<file path="src/rtl/lm_cluster.sv">
// lm_cluster: CH configurable logic cells, each a 2^SEL_W:1 mux (data or LUT)
// with optional output register, configured by a serial shadow-chain bitstream.
// Ports: clk, clr (async high reset); cfg_start/cfg_valid/cfg_bit/cfg_ready/
// cfg_done configuration handshake; en register enable; d, sel cell inputs;
// out cell outputs.
module lm_cluster #(
   parameter int SEL_W = 2,
   parameter int CH    = 4
) (
   input  logic                    clk,
   input  logic                    clr,
   input  logic                    cfg_start,
   input  logic                    cfg_valid,
   input  logic                    cfg_bit,
   output logic                    cfg_ready,
   output logic                    cfg_done,
   input  logic                    en,
   input  logic [CH*(2**SEL_W)-1:0] d,
   input  logic [CH*SEL_W-1:0]     sel,
   output logic [CH-1:0]           out
);

   localparam int N        = 2**SEL_W;
   localparam int W        = N + 2;
   localparam int CFG_BITS = CH * W;
   localparam int CW       = $clog2(CFG_BITS + 1);
   localparam logic [CW-1:0] LAST = CW'(CFG_BITS - 1);

   typedef enum logic [1:0] {
      UNCFG,
      LOAD,
      RUN
   } state_t;

   state_t                state, state_n;
   logic [CW-1:0]         cnt, cnt_n;
   logic [CFG_BITS-1:0]   shadow, shadow_n, act;
   logic                  live;
   logic                  accept, commit;
   logic [CH-1:0]         m, q;

   assign shadow_n  = {shadow[CFG_BITS-2:0], cfg_bit};
   assign cfg_ready = (state == LOAD);
   // Active config stays valid through a reload, so done tracks it, not state.
   assign cfg_done  = live;

   always_ff @(posedge clk or posedge clr) begin
      if (clr) begin
         state <= UNCFG;
      end else begin
         state <= state_n;
      end
   end

   // cfg_start during LOAD takes priority over a bit presented that cycle.
   always_comb begin
      state_n = state;
      cnt_n   = cnt;
      accept  = 1'b0;
      commit  = 1'b0;
      unique case (state)
         UNCFG: begin
            if (cfg_start) begin
               state_n = LOAD;
               cnt_n   = '0;
            end
         end
         LOAD: begin
            if (cfg_start) begin
               cnt_n = '0;
            end else if (cfg_valid) begin
               accept = 1'b1;
               if (cnt == LAST) begin
                  commit  = 1'b1;
                  cnt_n   = '0;
                  state_n = RUN;
               end else begin
                  cnt_n = cnt + CW'(1);
               end
            end
         end
         RUN: begin
            if (cfg_start) begin
               state_n = LOAD;
               cnt_n   = '0;
            end
         end
         default: state_n = UNCFG;
      endcase
   end

   // Commit copies the shadow including the bit accepted on this edge.
   always_ff @(posedge clk or posedge clr) begin
      if (clr) begin
         cnt    <= '0;
         shadow <= '0;
         act    <= '0;
         live   <= 1'b0;
      end else begin
         cnt <= cnt_n;
         if (accept) begin
            shadow <= shadow_n;
         end
         if (commit) begin
            act  <= shadow_n;
            live <= 1'b1;
         end
      end
   end

   for (genvar c = 0; c < CH; c++) begin : g_cell
      logic [W-1:0]     cv;
      logic [N-1:0]     dc, lut;
      logic [SEL_W-1:0] sc;

      assign cv  = act[c*W +: W];
      assign lut = cv[W-1:2];
      assign dc  = d[c*N +: N];
      assign sc  = sel[c*SEL_W +: SEL_W];
      assign m[c] = cv[1] ? lut[sc] : dc[sc];

      always_ff @(posedge clk or posedge clr) begin
         if (clr) begin
            q[c] <= 1'b0;
         end else if (live && en) begin
            q[c] <= m[c];
         end
      end

      assign out[c] = live ? (cv[0] ? m[c] : q[c]) : 1'b0;
   end

endmodule

</file>
<file path="config.mk">
export PLATFORM = sky130hd
export DESIGN_NAME = lm_cluster
export DESIGN_NICKNAME = d
export VERILOG_FILES = /design/src/rtl/lm_cluster.sv
export SDC_FILE = /design/constraint.sdc
export NUM_CORES = 1
export LEC_CHECK = 0
export CORE_MARGIN = 3
export CORE_UTILIZATION = 35
export CTS_BUF_LIST = sky130_fd_sc_hd__clkbuf_4
export DETAILED_ROUTE_END_ITERATION = 10
export GPL_ROUTABILITY_DRIVEN = 0
export HOLD_SLACK_MARGIN = 0.05
export REMOVE_ABC_BUFFERS = 1
export SYNTH_ARGS = -nofsm -noshare
export SYNTH_HDL_FRONTEND = slang
export SYNTH_SLANG_ARGS = --single-unit
</file>
<file path="constraint.sdc">
create_clock -name clk -period 1.75 [get_ports clk]
set_input_delay 0.35 -clock clk [delete_from_list [all_inputs] [get_ports clk]]
set_output_delay 0.35 -clock clk [all_outputs]
set_load 0.01 [all_outputs]
</file>
# Word level (Yosys, flattened, before mapping)

Cells that the tools add are included.

Multiply operators: 0
Eq/ne operators: 8
Bitwise gates (word level): 0
Muxes and demuxes: 45
$lt $le $gt $ge: 4
Shift-type cells: 0
Divide/modulo/power cells: 0
Reduce and logical (&&, ||, !) cells: 6
$add $sub $neg: 1

Operator list:

| cell                                                  | number |
|---|---|
| 2-to-1 mux 1 bit                                      | 27 |
| 2-to-1 mux 5 bit                                      | 4 |
| binary-select mux 1 bit (select 2 bit)                | 8 |
| < comparator 2 x 3 -> 1 bit, second input constant    | 4 |
| one-hot mux 5 bit (2 select lines)                    | 1 |
| 2-to-1 mux 2 bit                                      | 4 |
| adder 5 x 1 -> 5 bit, second input constant           | 1 |
| == test 5 bit, second input constant                  | 1 |
| inequality test 2 x 1 -> 1 bit, second input constant | 2 |
| inequality test 2 bit, second input constant          | 2 |
| one-hot mux 2 bit (2 select lines)                    | 1 |
| AND reduction 4 bit                                   | 1 |
| inequality test 3 bit, second input constant          | 1 |
| AND reduction 3 bit                                   | 1 |
| == test 2 x 1 -> 1 bit, second input constant         | 1 |
| == test 2 bit, second input constant                  | 1 |
| logical NOT 2 bit                                     | 1 |
| nonzero test 2 bit                                    | 1 |
| OR reduction 2 bit                                    | 1 |
| logical AND 1 bit                                     | 1 |

Logic and storage cells: 73
Bits of input ports: 30
Register bits after elaboration: 59
Memory bits (read-only): 0
Latch bits: 0
Memories kept: 0
Output and inout port bits: 6
Bits in writable memories: 0

# Depth between registers and ports, before layout

Gate-level depths: netlist of the first run.

Depth in word-level cells: 5
Depth in mapped cells: 6
Depth with buffers taken out: 5

# Least setup slack after synthesis of the first run

No wires, ideal clock.

Path kind: register to register
Start point: register cnt[0]
End point: register act[10]
Setup slack: 0.060 ns
Stages on the path, launching flop included: 7
Period minus slack after synthesis: 1.690 ns
Buffers on the path: 1
Arrival: 1.565 ns
Library setup time: 0.125 ns
Required time: 1.625 ns
Cell sequence: dfrtp_1 > ha_1 > and3_1 > nor3b_4 > nand2_4 > buf_6 > mux2_4

Word-level cells in the longest chain between the ends: 5

RTL lines:

| what                     | line | source |
|---|---|---|
| start: declaration       | 36   | `logic [CW-1:0] cnt, cnt_n;` |
| start signal: assignment | 100  | `cnt <= cnt_n;` |
| == test 5 bit            | 73   | `if (cnt == LAST) begin` |
| 2-to-1 mux 1 bit         | 73   |  |
| 2-to-1 mux 1 bit         | 71   | `end else if (cfg_valid) begin` |
| 2-to-1 mux 1 bit         | 69   | `if (cfg_start) begin` |
| 2-to-1 mux 1 bit         | 61   | `unique case (state)` |
| end signal: assignment   | 105  | `act <= shadow_n;` |
| end: declaration         | 37   | `logic [CFG_BITS-1:0] shadow, shadow_n, act;` |

Every way passes these cells.
A chain may end at the register's enable or synchronous reset.

# Final worst setup path of the first run

Start point: input port d[1]
End point: output port out[0]

Word-level cells in the longest chain between the ends: 5

RTL lines:

| what                                   | line | source |
|---|---|---|
| start: declaration                     | 18   | `input logic [CH*(2**SEL_W)-1:0] d,` |
| binary-select mux 1 bit (select 2 bit) | 120  | `assign m[c] = cv[1] ? lut[sc] : dc[sc];` |
| 2-to-1 mux 1 bit (implied by the code) | 120  |  |
| 2-to-1 mux 1 bit                       | 120  |  |
| 2-to-1 mux 1 bit (2 in series)         | 130  | `assign out[c] = live ? (cv[0] ? m[c] : q[c]) : 1'b0;` |
| end: declaration                       | 20   | `output logic [CH-1:0] out` |

Every way passes these cells. The select of a mux whose other input is x is not followed.

==> run summary, run 1 <==
ANT cells: 0
Initial DRC Count: 52
LEAKAGE: 0.00186 uW
First-pass GRT wire length: 8600 um
Fillcell total: 684
Clk buf depth: 2
H-tree depth: 3
GRT met2 Usage: 0.208
Yosys top cell area share: 0.547
Root Buffer Master: clkbuf_4
HP Class: in -> async
Fin crit share: 1.12
Multi-input gate area: 0.00118 mm2
Failing checks: negative setup slack
Die height: 93.8 um
DRC Markers: 0
Placed wire-length estimate: 3460 um
Worst setup SP type: input port
Setup slack at placement: -0.838 ns
CP Data Arrival Time: 1.61 ns
Starting Density: 0.366
Die W: 93.8 um
Crit Path Class: in -> out
Finish-stage setup viols: 2
Core Area: 0.00737 mm2
CTS clk-pin slew, worst paths: 0.09 ns
Worst rel slew slack: 0.764
Critical Path RT: 1.40 ns
Placed inst area: 0.00332 mm2
Final Instance Count excl. Fillers: 378
Placed cell count: 342
I/O pin total: 36
Worst-margin pin slew: 0.353 ns
Via count: 1781
Yosys reg bits: 59
Row cnt: 31
Post-synthesis adder-cell area fraction: 0.00464
CP Buf/Inv Count: 2
Initial antenna violation count: 0
CTS Hold Bufs: 0
Clock sink count: 59
First-pass DRT Iterations: 4
Via density: 4.71
Max-capacitance violation count: 0
GR Layer Usage met1: 0.153
Synth Area in Compound Gates: 0.0487
Total Routing Usage GR: 0.126
CP cell instances: clkdlybuf4s50_1 > mux2i_1 > mux4_2 > a21oi_2 > buf_2
F_max: 510 MHz
Setup TNS: -0.211 ns
Top Usage Layer GRT: met2
Pins Over Slew Limit: 0
Average cell area after synthesis: 13.6 um2
Overflow after GRT: 0
Port bufs: 35
Async S/R FF share, synth: 1.00
Post-synth EDFFs: 0
Final wirelength: 5070 um
Area of the mapped netlist: 0.00270 mm2
Clock skew: 0.00786 ns
CTS buffer count: 9
Crit Path Max Fanout: 2
Setup ws final: -0.210 ns
Post-DRT Antenna Nets: 0
Pwr/cell area: 800 mW/mm2
Post-Synth XOR/XNOR Area: 0
Total number of yosys warnings: 0
WL/cell: 13.4 um
Design Area, Final: 0.00360 mm2
Nature of the critical path endpoint: output pin
Unrepaired setup endpoints after global routing: yes
Nets: 305
Primary FF master, synth: dfrtp_1
Synth Instances: 198
Share of cells above drive strength 1: 0.427
Outcome: finished with violations
Top cell type by total area after synthesis: dfrtp_1
Mux cell area share after synthesis: 0.293
Synth top area cells: dfrtp_1 55%, mux2_2 13%, mux2_4 10%, mux2i_1 5.9%, o21ai_0 2.0%
Unique cell type count in the Yosys netlist: 30
Top delay family on crit path: buffers and inverters
M3 GR Usage: 0.0353
Peak supply drop: 0.000415 V
Post-Synth Simple-Gate Area: 0.0830
Worst-Skew Late Latency: 0.38 ns
Main combinational cell family by area after synthesis: multiplexers
CTS tree: done
Post-synth top cells: 59 x dfrtp_1, 30 x mux2_2, 18 x mux2_4
Min Clock Period, post-route: 1.96 ns
Largest net degree at the start of global routing: 27
Vias in the first global route: 1885
Sequential area share after synthesis: 0.547
Register Area: 0.00148 mm2
Count leader, synth: dfrtp_1
Synth-to-layout area growth: 33.4%
CP max stage cell: mux4_2
CP max stage delay: 0.48 ns
Die Area: 0.00880 mm2
Fin. Hold Viols: 0
-- cells by family after synthesis --
kind of cell / Yosys count
and+or+nand+nor: 38
buffers and inverters: 11
muxes: 65
DFF: 59
AOI/OAI and AO/OA: 24
adders and majority gates: 1
-- power breakdown --
part,switching [uW],total [uW],internal (uW)
logic,135,408,273
registers,120,1650,1530
clock network,468,818,351
-- layout by cell type (no fill, tap or decap), types with 2 or more instances in the layout --
cell              n
dfrtp_1          58
buf_4            32
mux2_2           30
mux2_4           18
mux2i_1          16
clkbuf_4         13
clkdlybuf4s50_1  13
nand2_1          11
dlygate4sd2_1    11
o21ai_0          10
nand3b_1          6
dlymetal6s2s_1    6
nor2_1            5
nand4_1           5
buf_12            5
nand2b_1          4
buf_2             4
nand3_1           3
a21oi_1           3
a21oi_2           3
clkinv_2          3
o21ai_2           2
inv_1             2
-- routing by layer --
| metal | vias up | wire length (um) | part of all wire |
|---|---|---|---|
| li1 | 870 | - | - |
| met5 | - | 0 | 0 |
| met2 | 25 | 2500 | 0.49 |
| met4 | 0 | 47 | 0.0093 |
| met1 | 878 | 2290 | 0.45 |
| met3 | 8 | 234 | 0.046 |
-- metrics by stage --
| step | util | power [uW] | hold slack, ns |
|---|---|---|---|
| floorplan | - | 1880 | 0.442 |
| finish | 0.488 | 2880 | 0.246 |
| detailed placement | 0.450 | 2070 | 0.467 |
| CTS | 0.479 | 2930 | 0.223 |
| global placement | 0.450 | 2060 | 0.456 |
| global route | 0.488 | 3050 | 0.238 |
-- final timing paths --
| check | startpoint | to | slack, ns | depth (start not counted) |
|---|---|---|---|---|
| max in group asynchronous | clr | act[2]$_DFFE_PP0P_ | 1.06 | 3 |
| worst max-delay path | d[1] | out[0] | -0.21 | 5 |
| worst min register to register | q[1]$_DFFE_PP0P_ | q[1]$_DFFE_PP0P_ | 0.48 | 2 |
| worst min-delay path | clr | state[0]$_DFFE_PP0P_ | 0.25 | 2 |
| worst max register to register | cnt[0]$_DFFE_PP0P_ | act[0]$_DFFE_PP0P_ | 0.05 | 6 |
| min in group clk | q[1]$_DFFE_PP0P_ | q[1]$_DFFE_PP0P_ | 0.48 | 2 |
-- registers in the layout, indices dropped and copies added, names as in the netlist --
name / cells
state: 2
cfg_done: 1
act: 24
q: 4
cnt: 5
shadow: 23
-- timing repair --
item	CTS	global route
setup buffers	16	5
endpoints found under the setup margin	6	15
cloned	0	1
pin swaps	10	7
gates resized for setup	32	12
-- area by class of cell --
| type | instances | share of cell area |
|---|---|---|
| tap | 99 | 0.0344 |
| clock inverter | 3 | 0.00417 |
| multi-input combinational | 128 | 0.328 |
| sequential | 59 | 0.410 |
| clock buffer | 13 | 0.0271 |
| inverter | 3 | 0.00313 |
| timing repair buffer | 73 | 0.192 |
(Power assumes the default switching activity.)
==> run 2: changes to the inputs <==
--- a/config.mk
+++ b/config.mk
@@ -5,11 +5,13 @@
 export SDC_FILE = /design/constraint.sdc
 export NUM_CORES = 1
 export LEC_CHECK = 0
+export CAP_MARGIN = 15
 export CORE_MARGIN = 3
 export CORE_UTILIZATION = 35
 export CTS_BUF_LIST = sky130_fd_sc_hd__clkbuf_4
 export DETAILED_ROUTE_END_ITERATION = 10
 export GPL_ROUTABILITY_DRIVEN = 0
+export GPL_TIMING_DRIVEN = 0
 export HOLD_SLACK_MARGIN = 0.05
 export REMOVE_ABC_BUFFERS = 1
 export SYNTH_ARGS = -nofsm -noshare
==> run 2 against run 1 <==
Effect of this change:
- die area did not move
- hold slack improved by 0.090 ns
- maximum frequency fell by 0.94%
- flip-flop and latch count did not move
- the run still ends with negative setup slack left
- highest routed layer unchanged
- combinational power fell by 3%
- largest power group unchanged
- global-route usage rose by 0.72 points
==> run summary, run 2 (synthesized netlist as in run 1, its figures left out) <==
Overflow after GRT: 0 (unchanged)
Nature of the critical path endpoint: output pin
Setup slack at placement: -0.878 ns (-0.0398 ns)
Crit Path Class: in -> out
Unrepaired setup endpoints after global routing: yes
Commonest non-fill, non-tap cell in the layout: dfrtp_1
Initial antenna violation count: 0 (unchanged)
Die W: 93.8 um (unchanged)
Post-DRT Antenna Nets: 0 (unchanged)
Placed wire-length estimate: 3080 um (-11%)
Fin crit share: 1.13 (+0.0107)
Leading cell types in the layout, fill and taps excluded: 57 x dfrtp_1, 30 x mux2_2, 18 x mux2_4
Multi-input gate area: 0.00123 mm2 (+4.2%)
Nets: 293 (-3.9%)
HP Class: in -> async
Finish-stage setup viols: 2 (unchanged)
CTS buffer count: 9 (unchanged)
Outcome: finished with violations
Share of cells above drive strength 1: 0.404 (-0.0220)
Min Clock Period, post-route: 1.98 ns (+0.0187 ns)
Most flops, register: act
Worst-Skew Late Latency: 0.39 ns (about the same)
I/O pin total: 36 (unchanged)
CP Data Arrival Time: 1.63 ns (+0.02 ns)
Fillcell total: 675 (-1.3%)
Crit path launch: d[1]
Critical Path RT: 1.40 ns (about the same)
Reg2Reg Depth: 6 (unchanged)
Crit Path Max Fanout: 2 (unchanged)
Via count: 1751 (-1.7%)
Clock sink count: 59 (unchanged)
Synth-to-layout area growth: 31.3%
CTS tree: done
Largest net degree at the start of global routing: 34 (+26%)
Clock skew: 0.0113 ns (+0.00349 ns)
Fin. Hold Viols: 0 (unchanged)
H-tree depth: 3 (unchanged)
Setup ws final: -0.228 ns (-0.0187 ns)
First-pass DRT Iterations: 4 (unchanged)
Core Area: 0.00737 mm2 (unchanged)
DRC Markers: 0 (unchanged)
Row cnt: 31 (unchanged)
Setup TNS: -0.259 ns (-0.0474 ns)
WL/cell: 14.5 um (+8.4%)
Register Area: 0.00148 mm2 (about the same)
Final wirelength: 5320 um (+5.0%)
Port bufs: 35 (unchanged)
ANT cells: 0 (unchanged)
Root Buffer Master: clkbuf_4
Pwr/cell area: 881 mW/mm2 (+10%)
Worst rel slew slack: 0.605 (-0.159)
Worst setup SP type: input port
F_max: 505 MHz (-0.94%)
Starting Density: 0.366 (unchanged)
Pins Over Slew Limit: 0 (unchanged)
Largest regs: act: 24 flops, shadow: 23 flops, cnt: 5 flops
Clk buf depth: 2 (unchanged)
Worst r2r src: cnt[1]$_DFFE_PP0P_
Failing checks: negative setup slack
LEAKAGE: 0.00177 uW (-4.9%)
Peak supply drop: 0.000420 V (+1.3%)
Die Area: 0.00880 mm2 (unchanged)
Worst-margin pin slew: 0.591 ns (+0.239 ns)
Max-capacitance violation count: 0 (unchanged)
Vias in the first global route: 1801 (-4.5%)
First-pass GRT wire length: 8960 um (+4.2%)
Initial DRC Count: 83 (+60%)
CTS clk-pin slew, worst paths: 0.11 ns (+0.02 ns)
Total Routing Usage GR: 0.133 (+0.00724)
Max reg flops: 24 (unchanged)
Die height: 93.8 um (unchanged)
Via density: 4.78 (+1.5%)
-- run 2: repair_timing --
action,4_1_cts,5_1_grt
pin swaps,10,9
cloned,2,0
hold buffers,0,0
setup endpoints to repair,55,49
resized for setup,49,9
hold endpoints to repair,0,0
setup buffers,20,4
-- run 2: report_power, final --
group	total, uW	internal, uW	switching (uW)
combinational	396	259	136
sequential	1650	1530	120
clock	1070	563	506
-- run 2: layout make-up --
class	instances	area share
sequential	59	0.418
clock inverter	7	0.0233
tap	99	0.0350
timing repair buffer	59	0.152
inverter	3	0.00459
multi-input combinational	130	0.348
clock buffer	9	0.0191
-- run 2: path summary, 6_finish.rpt --
path,endpoint,slack [ns]
max,out[0],-0.23
min,shadow[5]$_DFFE_PP0P_,0.34
min reg2reg,q[2]$_DFFE_PP0P_,0.49
max reg2reg,act[5]$_DFFE_PP0P_,0.03
min in group clk,q[2]$_DFFE_PP0P_,0.38
max in group asynchronous,state[0]$_DFFE_PP0P_,0.83
-- run 2: stage by stage --
step	cell area [um2]	util	total power, uW	hold WS [ns]	cells
6_report	3540	0.480	3120	0.336	366
3_3_place_gp	3120	0.423	2020	0.461	324
5_1_grt	3540	0.480	3270	0.401	366
3_5_place_dp	3140	0.426	2040	0.472	325
2_1_floorplan	2650	-	1880	0.442	190
4_1_cts	3500	0.475	3130	0.341	363
-- run 2: critical path: stages --
cell and delay, ns:
clkdlybuf4s50_1 0.45, mux2i_1 0.06, mux4_2 0.48, a21oi_2 0.14, buf_2 0.14
-- run 2: routing by layer --
| metal | up-vias | routed length (um) | global-route usage | part of all wire |
|---|---|---|---|---|
| li1 | 846 | - | - | - |
| met1 | 866 | 2460 | 0.176 | 0.46 |
| met2 | 30 | 2560 | 0.208 | 0.48 |
| met3 | 9 | 205 | 0.0272 | 0.039 |
| met4 | 0 | 93 | 0.0614 | 0.017 |
| met5 | - | 0 | 0 | 0 |
